[src/rtl/tlc_count_timer.sv]
// Elapsed-time counter for the traffic-light controller: a cycle count, a
// prescaled seconds count, a target-match pulse and a saturation flag.
module tlc_count_timer #(
  parameter int unsigned CYCLES_PER_SEC = 50000000,
  parameter int unsigned WIDTH          = 31
) (
  input  logic             Clk,
  input  logic             Rst,
  input  logic             RstCount,
  input  logic             Enable,
  input  logic [WIDTH-1:0] Target,
  input  logic             TargetLoad,
  output logic [WIDTH-1:0] Count,
  output logic [5:0]       Seconds,
  output logic             TickSec,
  output logic             Match,
  output logic             Overflow,
  output logic [1:0]       TmrState
);

  localparam int unsigned      PW         = (CYCLES_PER_SEC > 1) ? $clog2(CYCLES_PER_SEC) : 1;
  localparam logic [PW-1:0]    PRESC_MAX  = PW'(CYCLES_PER_SEC - 1);
  localparam logic [WIDTH-1:0] COUNT_MAX  = '1;
  localparam logic [5:0]       SEC_MAX    = 6'd63;

  typedef enum logic [1:0] {
    ST_CLR  = 2'b00,
    ST_RUN  = 2'b01,
    ST_HOLD = 2'b10,
    ST_SAT  = 2'b11
  } state_e;

  state_e           state_q, state_d;
  logic [WIDTH-1:0] count_q, count_d;
  logic [WIDTH-1:0] target_q, target_d;
  logic [PW-1:0]    presc_q, presc_d;
  logic [5:0]       sec_q, sec_d;
  logic             tick_q, tick_d;
  logic             match_q, match_d;
  logic             ovf_q, ovf_d;
  logic             armed_q, armed_d;
  logic             match_fire_s;

  // Next-state logic: RstCount beats saturation, which beats Enable.
  always_comb begin
    state_d  = state_q;
    count_d  = count_q;
    target_d = target_q;
    presc_d  = presc_q;
    sec_d    = sec_q;
    tick_d   = 1'b0;
    ovf_d    = ovf_q;
    armed_d  = armed_q;

    // A match is only raised while the timer is actually allowed to count.
    match_fire_s = armed_q && (count_q == target_q) && Enable && (state_q != ST_SAT);
    match_d      = match_fire_s;
    if (match_fire_s) begin
      armed_d = 1'b0;
    end else begin
      armed_d = armed_q;
    end

    if (TargetLoad) begin
      target_d = Target;
      armed_d  = 1'b1;
    end else begin
      target_d = target_q;
    end

    if (RstCount) begin
      state_d = ST_CLR;
      count_d = '0;
      presc_d = '0;
      sec_d   = 6'd0;
      ovf_d   = 1'b0;
      armed_d = 1'b1;
    end else if (state_q == ST_SAT) begin
      state_d = ST_SAT;
    end else if (Enable && (count_q == COUNT_MAX)) begin
      state_d = ST_SAT;
      ovf_d   = 1'b1;
    end else if (Enable) begin
      state_d = ST_RUN;
      count_d = count_q + WIDTH'(1);
      if (presc_q == PRESC_MAX) begin
        presc_d = '0;
        tick_d  = 1'b1;
        sec_d   = (sec_q == SEC_MAX) ? SEC_MAX : (sec_q + 6'd1);
      end else begin
        presc_d = presc_q + PW'(1);
      end
    end else begin
      state_d = ST_HOLD;
    end
  end

  // State and output registers; Rst clears everything including the target.
  always_ff @(posedge Clk or negedge Rst) begin
    if (!Rst) begin
      state_q  <= ST_CLR;
      count_q  <= '0;
      target_q <= '0;
      presc_q  <= '0;
      sec_q    <= 6'd0;
      tick_q   <= 1'b0;
      match_q  <= 1'b0;
      ovf_q    <= 1'b0;
      armed_q  <= 1'b0;
    end else begin
      state_q  <= state_d;
      count_q  <= count_d;
      target_q <= target_d;
      presc_q  <= presc_d;
      sec_q    <= sec_d;
      tick_q   <= tick_d;
      match_q  <= match_d;
      ovf_q    <= ovf_d;
      armed_q  <= armed_d;
    end
  end

  assign Count    = count_q;
  assign Seconds  = sec_q;
  assign TickSec  = tick_q;
  assign Match    = match_q;
  assign Overflow = ovf_q;
  assign TmrState = state_q;

endmodule

[config.mk]
export PLATFORM = sky130hd
export DESIGN_NAME = tlc_count_timer
export DESIGN_NICKNAME = d
export VERILOG_FILES = /design/src/rtl/tlc_count_timer.sv
export SDC_FILE = /design/constraint.sdc
export NUM_CORES = 1
export LEC_CHECK = 0
export ABC_AREA = 1
export CORE_UTILIZATION = 58
export CTS_CLUSTER_SIZE = 16
export DETAILED_ROUTE_END_ITERATION = 8
export DONT_BUFFER_PORTS = 1
export PLACE_DENSITY = 0.76
export REMOVE_ABC_BUFFERS = 1
export SYNTH_ARGS = -nofsm -noshare
export SYNTH_HDL_FRONTEND = slang
export SYNTH_SLANG_ARGS = --single-unit
[constraint.sdc]
create_clock -name Clk -period 1.7 [get_ports Clk]
set_input_delay 0.51 -clock Clk [delete_from_list [all_inputs] [get_ports Clk]]
set_output_delay 0.51 -clock Clk [all_outputs]
set_load 0.1 [all_outputs]
==> summary.txt, run 1 <==
Run status
  – Outcome: finished with violations
  – Violated checks: hold timing, setup timing

Worst setup path
  – CP arrival: 2070 ps
  – Kind of critical path: flop to flop
  – Critical Path RT: 2030 ps
  – RR Startpoint: Count[1]
  – Worst setup endpoint: Count[21]
  – Crit. Startpoint: Count[1]
  – Critical R2R Capture: Count[21]
  – Crit path capture type: flop
  – Critical Path Source Type: flop
  – Worst Reg-to-Reg Cells: 12
  – Register-to-register setup slack: -40 ps
  – CP Max Fanout: 11

Timing
  – Fin Hold WS: -204.7 ps
  – Final Cycle Share: 102.4%
  – Pins Over Slew Limit: 0
  – Post-layout min period: 1740 ps
  – Final count of negative-setup-slack endpoints: 46
  – Endpoints failing hold: 100
  – Setup ws final: -40.23 ps
  – Max Freq: 0.5746 GHz
  – Rel. slew slack: 68.84%
  – RSZ-0062 raised after global routing: yes
  – Setup Skew: 8.641 ps
  – Least-Margin Pin Slew: 467.4 ps

Place
  – PortBufs: 0
  – Routability congestion estimate: 0.9634
  – Placed instance area: 7157 um^2
  – HPWL Detailed: 14080 um

Pwr
  – Static Leak: 3.672 nW
  – Switching power: 1.402 mW
  – Clock power share: 32.5%
  – Worst VDD drop: 0.7356 mV
  – Switching Share: 30.02%
  – Logic pwr share: 13.5%
  – Pwr/cell area: 595.1 nW/um^2
  – P_int: 3.267 mW
  – Sequential power share: 54.0%

Detailed routing
  – DRT Pass-1 Iters: 6
  – Vias: 6625
  – Drt drc: 0
  – Vias per inst: 5.549
  – Routed WL: 19490 um
  – Avg WL per Cell: 16.32 um
  – Starting DRT DRC Count: 649
  – DRT antenna net count: 0

Synth
  – #FFs+latches synth: 100
  – Yosys top cell by area: dfrtp_1
  – Post-synthesis cell count: 933
  – Register area share after synthesis: 40.85%
  – Fraction of post-synthesis cell area in the top cell type by area: 40.85%
  – Top post-synthesis cells by area: dfrtp_1 41%, nand2_1 21%, nor2_1 8.1%
  – Syn_area_per_cell: 6.566 um^2
  – Yosys cell types: 31
  – Synth warnings: 0
  – Mapped Area: 6126 um^2

Floorplanning
  – Die height: 104.8 um
  – # rows: 37
  – Die Wd: 104.8 um
  – Die area: 10980 um^2
  – Core Footprint: 10280 um^2
  – I/O pin total: 78
  – Initial Util: 59.61%

CTS
  – CTS tree: built
  – Htree depth: 3
  – Num CTS Buffers: 9
  – Clk root buf: clkbuf_8
  – Clock Path Buffers: 2
  – Clock transition at path regs: 110 ps
  – Clock sinks: 100
  – Worst-skew pair later-pin latency: 400 ps

GRT
  – GRT Util Overall: 36.07%
  – Largest net degree at the start of global routing: 101
  – Aggregate global routing overflow: 0
  – Initial antenna violation count: 0
  – First-pass GRT wire length: 30720 um
  – Vias in the first global route: 6261

Cells and area
  – Share of layout cells above drive strength 1: 19.19%
  – Fin nets: 1092
  – Final core occ: 76.33%
  – P&R area growth vs syn: 28.06%
  – Post-route cell area: 7845 um^2
  – Leading cell type in the layout, fill and taps excluded: nand2_1
  – Commonest cells after routing, fill and taps aside: 330 x nand2_1, 123 x nor2_1, 97 x dfrtp_1, 95 x inv_1, 90 x buf_4
  – Number of diodes: 0

Job
  – Max cap viols: 0

Worst hold path
  – Hold WC Path Type: input port to async pin
==> metal layers <==
| metal | vias up | track usage (%) | share of wire, % |
|---|---|---|---|
| li1 | 3173 | - | - |
| met1 | 3095 | 51.08 | 43 |
| met2 | 317 | 55.11 | 46 |
| met3 | 40 | 9.170 | 9.6 |
| met4 | 0 | 9.658 | 1.7 |
| met5 | - | 0 | 0 |
==> Yosys cell counts, drive strengths merged <==
library cell and instances:
nand3 85, clkbuf 15, or2 1, nor3 6, a21o 1, o21bai 1
o21ai 79, nand3b 1, mux2 2, nor2 134, nor3b 1, and2 1
o211ai 1, buf 11, nand4 14, a21oi 5, xnor2 3, dfrtp 100
inv 98, nand2 351, ha 3, clkinv 1, xor2 18, o211a 1
==> cell families after synthesis <==
group	after synthesis	synth area share, %
simple gates	594	39.60
buf+inv	125	8.170
flops	100	40.85
compound gates	88	7.394
xor+xnor	21	3.003
fa+ha+maj	3	0.6128
mux	2	0.3676
==> sequential cells by signal, indices dropped and copies added, names as in the netlist <==
signal / count
Count: 31
Match: 1
Overflow: 1
Seconds: 6
TickSec: 1
TmrState: 2
armed_q: 1
presc_q: 26
target_q: 31
==> repair_timing <==
| item | 4_1_cts | 5_1_grt |
|---|---|---|
| endpoints found under the setup margin | 88 | 78 |
| gates resized for setup | 44 | 90 |
| pin swaps | 0 | 10 |
| hold endpoints to repair | 100 | 100 |
| buffers inserted | 1 | 6 |
| gates cloned | 0 | 3 |
==> critical path, cell delays in order, from the launching register on <==
cell and delay [ps]:
dfrtp_1 380, ha_2 200, nand2_2 80, nor2_4 100, nand2_2 80, nor2_4 100
nand3_2 100, nand2_4 130, nand2_8 80, clkinv_8 110, buf_12 140, nand2_1 60
o21ai_1 80
==> worst min path at each step <==
stage,to,slack (ps),cells after the start
after global placement,target_q[0],220,0
after floorplan,Count[0],210,0
final,target_q[7],-200,0
after global routing,Count[6],-220,0
after CTS,armed_q,-220,0
after detailed placement,target_q[10],220,0
==> final cells by class <==
cell class,count,area [um^2]
Tap cell,136,170.2
Multi-Input combinational cell,708,3254
Clock inverter,6,47.55
Inverter,99,384.1
Fill cell,800,2432
Sequential cell,100,2506
Clock buffer,10,137.6
Timing Repair Buffer,135,1345
==> power by group through the flow <==
stage / registers, mW / clock network, mW / logic (mW)
2_1_floorplan: 2.68 / 0 / 0.232
3_3_place_gp: 2.56 / 0 / 0.527
3_5_place_dp: 2.56 / 0 / 0.543
4_1_cts: 2.52 / 1.54 / 0.560
5_1_grt: 2.53 / 1.62 / 0.675
6_report: 2.52 / 1.52 / 0.630
==> stage by stage <==
stage	setup TNS, ps	std cells	setup WS (ps)	power (mW)	hold WS [ps]
CTS	-150.3	1185	-50.59	4.616	-222.8
detailed placement	-2394	1168	-133.5	3.106	217.1
global placement	-429.4	1168	-37.24	3.085	216.2
floorplan	-73030	907	-1258	2.910	214.4
global route	-7139	1194	-179.8	4.821	-223.6
finish	-825.6	1194	-40.23	4.669	-204.7
(Power assumes the default switching activity.)
==> inputs of run 2 (changes only) <==
--- a/config.mk
+++ b/config.mk
@@ -6,11 +6,11 @@
 export NUM_CORES = 1
 export LEC_CHECK = 0
 export ABC_AREA = 1
-export CORE_UTILIZATION = 58
+export CORE_UTILIZATION = 61
 export CTS_CLUSTER_SIZE = 16
 export DETAILED_ROUTE_END_ITERATION = 8
 export DONT_BUFFER_PORTS = 1
-export PLACE_DENSITY = 0.76
+export PLACE_DENSITY = 0.77
 export REMOVE_ABC_BUFFERS = 1
 export SYNTH_ARGS = -nofsm -noshare
 export SYNTH_HDL_FRONTEND = slang
==> constraint.sdc (replaced) <==
create_clock -name Clk -period 1.9 [get_ports Clk]
set_input_delay 0.57 -clock Clk [delete_from_list [all_inputs] [get_ports Clk]]
set_output_delay 0.57 -clock Clk [all_outputs]
set_load 0.1 [all_outputs]
==> run 2 against run 1 <==
The run ends with hold timing left; maximum frequency fell by 6.1%; flip-flop and latch count did not move; register-to-register slack improved by 90 ps; critical path depth fell by 3; largest cell class unchanged; largest power group unchanged.
==> summary.txt, run 2 (synthesis results as in run 1) <==
Cells and area
  – Number of diodes: 0
  – Final core occ: 74.01%
  – Leading cell type in the layout, fill and taps excluded: nand2_1
  – Fin nets: 1039
  – Area of the multi-input gates: 3154 um^2
  – Commonest cells after routing, fill and taps aside: 347 x nand2_1, 130 x nor2_1, 99 x dfrtp_1, 97 x inv_1, 84 x nand3_1
  – Layout Cells excl Fill: 1138
  – P&R area growth vs syn: 18.10%
  – Sequential Area: 2504 um^2
  – Post-route cell area: 7234 um^2
  – # fillers: 767
  – Share of layout cells above drive strength 1: 11.34%

Timing
  – Endpoints failing hold: 100
  – Final count of negative-setup-slack endpoints: 0
  – Pins Over Slew Limit: 0
  – Post-layout min period: 1854 ps
  – Setup ws final: 46.49 ps
  – Total negative slack: 0 ps
  – Final Cycle Share: 97.55%
  – Max Freq: 0.5395 GHz
  – Setup Skew: 14.86 ps
  – Fin Hold WS: -145.2 ps
  – Least-Margin Pin Slew: 434.7 ps
  – Rel. slew slack: 70.99%

Floorplanning
  – Die height: 102.2 um
  – Initial Util: 62.67%
  – Core Footprint: 9774 um^2
  – I/O pin total: 78
  – Die Wd: 102.2 um
  – # rows: 36
  – Die area: 10450 um^2

Pwr
  – Worst VDD drop: 0.9179 mV
  – Static Leak: 3.391 nW
  – Pwr/cell area: 633.2 nW/um^2
  – Final total power: 4.581 mW

Detailed routing
  – DRT Pass-1 Iters: 5
  – Vias per inst: 5.655
  – Vias: 6435
  – DRT antenna net count: 0
  – Routed WL: 18770 um
  – Drt drc: 0
  – Starting DRT DRC Count: 613
  – Avg WL per Cell: 16.49 um

GRT
  – Largest net degree at the start of global routing: 101
  – Vias in the first global route: 5937
  – GRT Util Overall: 36.91%
  – First-pass GRT wire length: 29000 um
  – Initial antenna violation count: 0
  – Aggregate global routing overflow: 0

CTS
  – Htree depth: 3
  – Clock transition at path regs: 110 ps
  – Clock sinks: 100
  – Worst-skew pair later-pin latency: 400 ps
  – Clk root buf: clkbuf_8
  – CTS tree: built
  – Num CTS Buffers: 9
  – Clock Path Buffers: 2

Worst setup path
  – CP arrival: 2180 ps
  – Critical Path Source Type: flop
  – Kind of critical path: flop to flop
  – Crit path capture type: flop
  – Critical Path RT: 2220 ps
  – CP Max Fanout: 7

Worst hold path
  – Hold WC Path Type: input port to async pin

Place
  – Placed instance area: 6763 um^2
  – Routability congestion estimate: 0.9657
  – Pre-CTS WS: -3.649 ps
  – HPWL Detailed: 13110 um
  – PortBufs: 0
  – Number of cells after detailed placement: 1113

Run status
  – Violated checks: hold timing
  – Outcome: finished with violations

Job
  – Max cap viols: 0
## run 2: cell count changes in the layout (fill, tap and decap cells not counted), sizes merged
cell / before / now
buf: 132 / 79
clkinvlp: 1 / 0
bufinv: 0 / 4
inv: 100 / 98
clkbuf: 13 / 12
## run 2: worst max-delay path, stage by stage, from the launching register on
cell     delay, ps
dfrtp_1        420
buf_6          290
inv_1          110
nor2_2         260
inv_1           90
nor2_1         230
nand2_1         90
nand2_1         70
nand3_1         50
o21ai_0        170
## run 2: where the power goes
group          total (mW)  leakage (nW)  switching (mW)  internal, mW
combinational       0.526          1.93           0.353         0.173
clock                1.80         0.133           0.797          1.01
sequential           2.25          1.33          0.0478          2.20
## run 2: layout make-up
class	instances	share of cell area [%]
Timing Repair Buffer	82	10.55
Clock inverter	7	1.920
Tap cell	133	2.300
Inverter	99	5.310
Sequential cell	100	34.61
Clock buffer	9	1.712
Multi-Input combinational cell	708	43.60
## run 2: layer usage
layer | vias up | part of all wire, % | track usage, %
li1 | 3060 | - | -
met1 | 2974 | 43 | 49.16
met2 | 356 | 46 | 58.60
met3 | 45 | 9.0 | 9.508
met4 | 0 | 2.4 | 12.97
met5 | - | 0 | 0
## run 2: what timing repair did
action                                  CTS  global route
endpoints found under the hold margin   100           100
gates cloned                              0             4
setup buffers                             0             5
pin swaps                                 0             3
endpoints found under the setup margin   10            55
gates resized for setup                   5            17
## run 2: worst paths after layout
path                             start          end  slack, ps  cells after the start
max in group asynchronous          Rst    Count[12]       1910                      0
min in group Clk              RstCount    Count[24]        230                      1
max                           Count[0]    Count[27]         50                      9
min                                Rst    Count[24]       -150                      0
max reg2reg                   Count[0]    Count[27]         50                      9
min reg2reg                target_q[1]  target_q[1]        550                      1
==> RTL edit 1 (config.mk and constraints of run 2) <==
Change the parameter `WIDTH` from 31 to 27.
--- a/src/rtl/tlc_count_timer.sv
+++ b/src/rtl/tlc_count_timer.sv
@@ -4,3 +4,3 @@
   parameter int unsigned CYCLES_PER_SEC = 50000000,
-  parameter int unsigned WIDTH          = 31
+  parameter int unsigned WIDTH          = 27
 ) (
Interface: changed (resized Count and Target); port bits go from 78 to 70. No check against the original RTL was run, so the function may have changed too.
==> RTL edit 1 against run 2 <==
- the run still ends with hold timing left
- critical path depth rose by 4
- sequential cell count fell by 8
- routed wire length fell by 13%
- worst setup slack improved by 0.023 ns
- global-route usage fell by 2.3 points
- total power fell by 16%
- cell count fell by 12%
- cell area fell by 10%
- area after synthesis fell by 6.0%
- largest cell class unchanged
==> RTL edit 1: results (changes against run 2) <==
The total routing resource utilization after global routing came out at 34.6% (-2.3 points). The final reports fail on hold timing. The end point of the critical path is presc_q[24]$_DFFE_PN0P_. The number of search-and-repair iterations in the first detailed-routing pass is 5 (unchanged). Clock-pin slew was measured on the worst setup and hold paths at 0.10 ns. The largest net degree at the start of global routing is 93 (-7.9%). The initial antenna violation count is 0 (unchanged).

The number of clock buffers inserted by TritonCTS came out at 9 (unchanged). The half-perimeter wire length after placement came out at 12300 µm (-5.8%). The post-place instance area is 6270 µm² (-7.2%). The maximum vdd drop is 0.000372 V (-59%).

The largest buffer count on any clock path came out at 2 (unchanged). In the post-synthesis netlist, the biggest area contributors are sky130_fd_sc_hd__dfrtp_1 (40%), sky130_fd_sc_hd__nand2_1 (17%), sky130_fd_sc_hd__nor2_1 (8.2%). The leakage component of the power is 2.93 nW (-13%).

The number of standard cells in the final layout excluding fillers came to 1002 (-12%). In this run the worst setup path begins at Count[0]$_DFFE_PN0P_. The insertion delay of the later-clocked pin in the worst-skew pair is 0.36 ns (-0.04 ns).

The setup slack after placement is 0.0360 ns (+0.0397 ns). The ratio of routed vias to standard cells came out at 5.67 (+0.28%). The largest fanout of any net on the critical path came out at 8 (+1). The routed wire length per instance is 16.2 µm (-1.5%). The share of synthesized registers carrying an async set or reset is 100% (unchanged). The total inserted antenna cells is 0 (unchanged). The setup slack of the critical path after layout came out at 0.0693 ns (+0.0228 ns). The number of placed cells counting well taps came to 984 (-12%).

The H-tree depth was 3 (unchanged). The sequential area share after synthesis came out at 40.0% (-0.85 points). The number of port buffers came out at 0 (unchanged). In this run the clock root is driven by a sky130_fd_sc_hd__clkbuf_8.

The count of endpoints failing hold in the final timing report came out at 92 (-8.0%). The global routing met3 resource utilization is 4.50% (-5.0 points). The transition time at the pin with the least slew margin came to 0.504 ns (+0.0694 ns).

The number of nets in the finished design is 921 (-11%). The run finished, with violations left. The number of DRC markers after the initial detailed-route iteration is 473 (-23%). The share of layout cells above drive strength 1 was 13.5% (+2.1 points). The met1 usage in global routing is 42.0% (-7.1 points). The cell depth of the worst flop-to-flop path is 13 (+4). The critical path data arrival time was 2.11 ns (-0.07 ns). The worst hold path belongs to the class input port to async pin. The weighted congestion at the end of routability-driven global placement is 0.975 (+0.91%).

The first-pass GRT wire length came to 26400 µm (-8.8%). The worst hold slack after final layout is -0.111 ns (+0.0341 ns). The number of library cell types mapped by synthesis came out at 31 (unchanged).

The synthesized instance count came out at 834 (-11%). The synthesis warning total is 0 (unchanged). The most used flip-flop cell after synthesis is sky130_fd_sc_hd__dfrtp_1. The number of global-route vias before repair came out at 5527 (-6.9%). The setup skew after layout came out at 0.0104 ns (-0.00446 ns). The met2 usage was 60.0% (+1.4 points). After synthesis, the most frequently instantiated cells are sky130_fd_sc_hd__nand2_1 (265), sky130_fd_sc_hd__nor2_1 (126), sky130_fd_sc_hd__dfrtp_1 (92).
RTL edit 1: changes by cell type after synthesis, moves of 5 or more:
cell,change
sky130_fd_sc_hd__xnor2_1,+12
sky130_fd_sc_hd__nor2_1,-6
sky130_fd_sc_hd__inv_1,-24
sky130_fd_sc_hd__nand2_1,-82
sky130_fd_sc_hd__nand4_1,+5
sky130_fd_sc_hd__o21ai_1,+30
sky130_fd_sc_hd__mux2_2,+10
sky130_fd_sc_hd__nand3_1,+5
sky130_fd_sc_hd__dfrtp_1,-8
sky130_fd_sc_hd__o21ai_0,-53
RTL edit 1: logic make-up after synthesis:
family,after synthesis,synth area share [%]
adder cells (fa/ha/maj),3,0.652
XOR/XNOR,33,5.02
multiplexers,12,2.35
AND/OR/NAND/NOR,526,38.8
buffers and inverters,101,7.22
flip-flops,92,40.0
AO/OA/AOI/OAI,67,5.93
RTL edit 1: layer usage:
metal  vias to the layer above  wire [µm]
met4                         0        849
met1                      2606       6440
met5                         -          0
li1                       2765          -
met2                       248       8050
met3                        63        935
RTL edit 1: worst min path at each step:
stage	endpoint	slack [ns]	depth (start not counted)
global route	presc_q[17]$_DFFE_PN0P_	-0.13	0
detailed placement	presc_q[0]$_DFFE_PN0P_	0.28	0
finish	presc_q[0]$_DFFE_PN0P_	-0.11	0
floorplan	Count[0]$_DFFE_PN0P_	0.27	0
CTS	presc_q[0]$_DFFE_PN0P_	-0.12	0
global placement	presc_q[0]$_DFFE_PN0P_	0.28	0
RTL edit 1: area by class of cell:
type                    instances  area, µm²
inverters                      78        300
multi-input cells             641       3060
repair buffers                 64        537
well taps                     111        139
fillers                       805       2690
flip-flops and latches         92       2300
clock inverters                 5       36.3
clock buffers                  11        141
RTL edit 1: worst max-delay path: stages, from the launching register on:
cell and delay, ns:
sky130_fd_sc_hd__dfrtp_1 0.37, sky130_fd_sc_hd__ha_2 0.19, sky130_fd_sc_hd__nand2_2 0.08, sky130_fd_sc_hd__nor2_4 0.12
sky130_fd_sc_hd__nand2_4 0.08, sky130_fd_sc_hd__nor2_4 0.12, sky130_fd_sc_hd__nand3_2 0.11, sky130_fd_sc_hd__nand2_4 0.12
sky130_fd_sc_hd__nand2_4 0.12, sky130_fd_sc_hd__inv_8 0.11, sky130_fd_sc_hd__buf_4 0.11, sky130_fd_sc_hd__buf_4 0.10
sky130_fd_sc_hd__nand2_1 0.05, sky130_fd_sc_hd__o21ai_0 0.08
RTL edit 1: timing repair:
action | CTS | global route
setup buffers | 0 | 2
setup endpoints to repair | 0 | 42
gates resized for setup | 0 | 14
endpoints found under the hold margin | 92 | 92
RTL edit 1: power breakdown:
group	switching, mW	leakage, nW	total [mW]	internal, mW
sequential	0.0612	1.22	2.10	2.04
clock	0.727	0.0820	1.24	0.515
combinational	0.316	1.63	0.497	0.181
==> RTL edit 2 (flow settings as in run 2) <==
Without the edit above. Put one more register stage on the output `Count`, cleared by the reset. The value now appears one clock later. The other outputs are not delayed to match.
--- a/src/rtl/tlc_count_timer.sv
+++ b/src/rtl/tlc_count_timer.sv
@@ -122,3 +122,9 @@
 
-  assign Count    = count_q;
+  always_ff @(posedge Clk or negedge Rst) begin
+    if (!Rst) begin
+      Count <= '0;
+    end else begin
+      Count <= count_q;
+    end
+  end
   assign Seconds  = sec_q;
Function: changed (Yosys sat finds a counterexample within 4 cycles, from zero or initial values and one cycle with Rst low).
==> RTL edit 2 against run 2 <==
- largest power group is now clock
- routed wire length up 5.3%
- sequential cell count is 31 higher
- cell area increased by 19%
- sequential power increased by 31%
- highest routed layer unchanged
- area after synthesis is 15% higher
- via count up 2.2%
- the run still ends with hold timing left
- total power rose by 56%
- critical endpoint is now presc_q[7]$_DFFE_PN0P_
- worst setup slack worse by 0.0063 ns
- clock skew fell by 0.0019 ns
- critical path depth is 3 higher
- synthesized cell count shrank 0.64%
==> RTL edit 2: results (changes against run 2) <==
The flow ran to the end, but the final reports show violations. The final reports fail on hold timing. The root buffer cell chosen for the clock tree is sky130_fd_sc_hd__clkbuf_16. The post-place instance area came out at 7720 µm² (+14%). In the synthesized netlist, the cells that appear most often are sky130_fd_sc_hd__nand2_1 (316), sky130_fd_sc_hd__dfrtp_1 (131), sky130_fd_sc_hd__nor2_1 (131).

The number of clock buffers inserted by TritonCTS was 17 (+8). The leakage component of the power is 4.13 nW (+22%). The setup slack after placement was -0.0744 ns (-0.0707 ns). The H-tree depth came out at 4 (+1).

The routed wire length per instance came out at 16.9 µm (+2.5%). The setup skew after layout is 0.0130 ns (-0.00191 ns). The critical path data arrival time came to 2.15 ns (-0.03 ns). The maximum vdd drop is 0.000976 V (+6.3%). The worst hold slack after final layout is -0.158 ns (-0.0128 ns). The critical path's largest stage delay came out at 0.37 ns (-0.05 ns). The detailed-routed wire length on met3 came out at 1790 µm (+5.4%). The half-perimeter wire length after placement is 13400 µm (+2.6%). The layout filler cell count was 778 (+1.4%).

The number of library cell types mapped by synthesis was 33 (+6.5%). The largest net degree at the start of global routing came out at 132 (+31%). By area the synthesized netlist is led by sky130_fd_sc_hd__dfrtp_1 (47%), sky130_fd_sc_hd__nand2_1 (17%), sky130_fd_sc_hd__nor2_1 (7.0%). The number of nets in the finished design came out at 1055 (+1.5%). The ratio of routed vias to standard cells is 5.63 (-0.47%). The first-pass GRT wire length is 31200 µm (+7.6%).

The routed length on met1 was 8270 µm (+3.0%). The weighted congestion at the end of routability-driven global placement is 0.976 (+1.1%). The count of endpoints failing hold in the final timing report is 131 (+31%). The share of layout cells above drive strength 1 came out at 18.9% (+7.5 points). The insertion delay of the later-clocked pin in the worst-skew pair came to 0.43 ns (+0.03 ns). The total routing resource utilization after global routing is 35.1% (-1.8 points). The detailed-routed wire length on met2 is 9230 µm (+7.5%).
[RTL edit 2: cells by family after synthesis]
| kind of cell | Yosys count | share of synthesized area [%] |
|---|---|---|
| compound gates | 63 | 5.56 |
| xor+xnor | 35 | 4.36 |
| fa+ha+maj | 3 | 0.535 |
| buf+inv | 117 | 7.02 |
| flops | 131 | 46.7 |
| mux | 16 | 2.57 |
| simple gates | 562 | 33.3 |
[RTL edit 2: path summary, 6_finish.rpt]
| path | endpoint | start | slack [ns] | cells past startpoint |
|---|---|---|---|---|
| min reg2reg | armed_q$_DFFE_PN0P_ | armed_q$_DFFE_PN0P_ | 0.50 | 2 |
| max reg2reg | presc_q[7]$_DFFE_PN0P_ | count_q[1]$_DFFE_PN0P_ | 0.04 | 12 |
| max in group asynchronous | target_q[1]$_DFFE_PN0P_ | Rst | 1.80 | 0 |
| max | presc_q[7]$_DFFE_PN0P_ | count_q[1]$_DFFE_PN0P_ | 0.04 | 12 |
| min | target_q[30]$_DFFE_PN0P_ | Rst | -0.16 | 0 |
| min in group Clk | TmrState[0]$_DFF_PN0_ | RstCount | 0.22 | 1 |
[RTL edit 2: through the flow]
step | TNS, ns | power, mW | util, % | hold slack [ns] | cells
2_1_floorplan | -31.92 | 3.28 | - | 0.274 | 900
3_3_place_gp | 0 | 3.41 | 70.0 | 0.278 | 1123
3_5_place_dp | -1.12 | 3.43 | 70.0 | 0.277 | 1123
4_1_cts | 0 | 7.15 | 77.1 | -0.166 | 1160
5_1_grt | -0.492 | 7.34 | 78.1 | -0.174 | 1169
6_report | 0 | 7.16 | 78.1 | -0.158 | 1169
[RTL edit 2: repair_timing]
item / CTS / global route
cloned: 2 / 0
setup endpoints to repair: 45 / 51
endpoints found under the hold margin: 131 / 131
pin swaps: 4 / 4
setup buffers: 3 / 9
gates resized for setup: 9 / 12
[RTL edit 2: routing by layer]
layer  vias to the layer above  GRT usage [%]
met1                      3085           46.9
met2                       374           55.0
met3                        41           9.01
met4                         0           14.0
li1                       3079              -
met5                         -              0
[RTL edit 2: area by class of cell]
| class | count | area share, % |
|---|---|---|
| inverter | 90 | 4.11 |
| multi-input combinational | 679 | 38.4 |
| clock buffer | 23 | 5.78 |
| tap | 140 | 2.03 |
| timing repair buffer | 97 | 9.56 |
| sequential | 131 | 38.1 |
| clock inverter | 9 | 2.00 |
[RTL edit 2: power breakdown]
| part | switching, mW | total (mW) | internal [mW] | leakage [nW] |
|---|---|---|---|---|
| Clock | 1.22 | 3.71 | 2.50 | 0.329 |
| Sequential | 0.0642 | 2.94 | 2.88 | 1.75 |
| Combinational | 0.316 | 0.508 | 0.192 | 2.04 |
| Total | 1.60 | 7.16 | 5.56 | 4.13 |
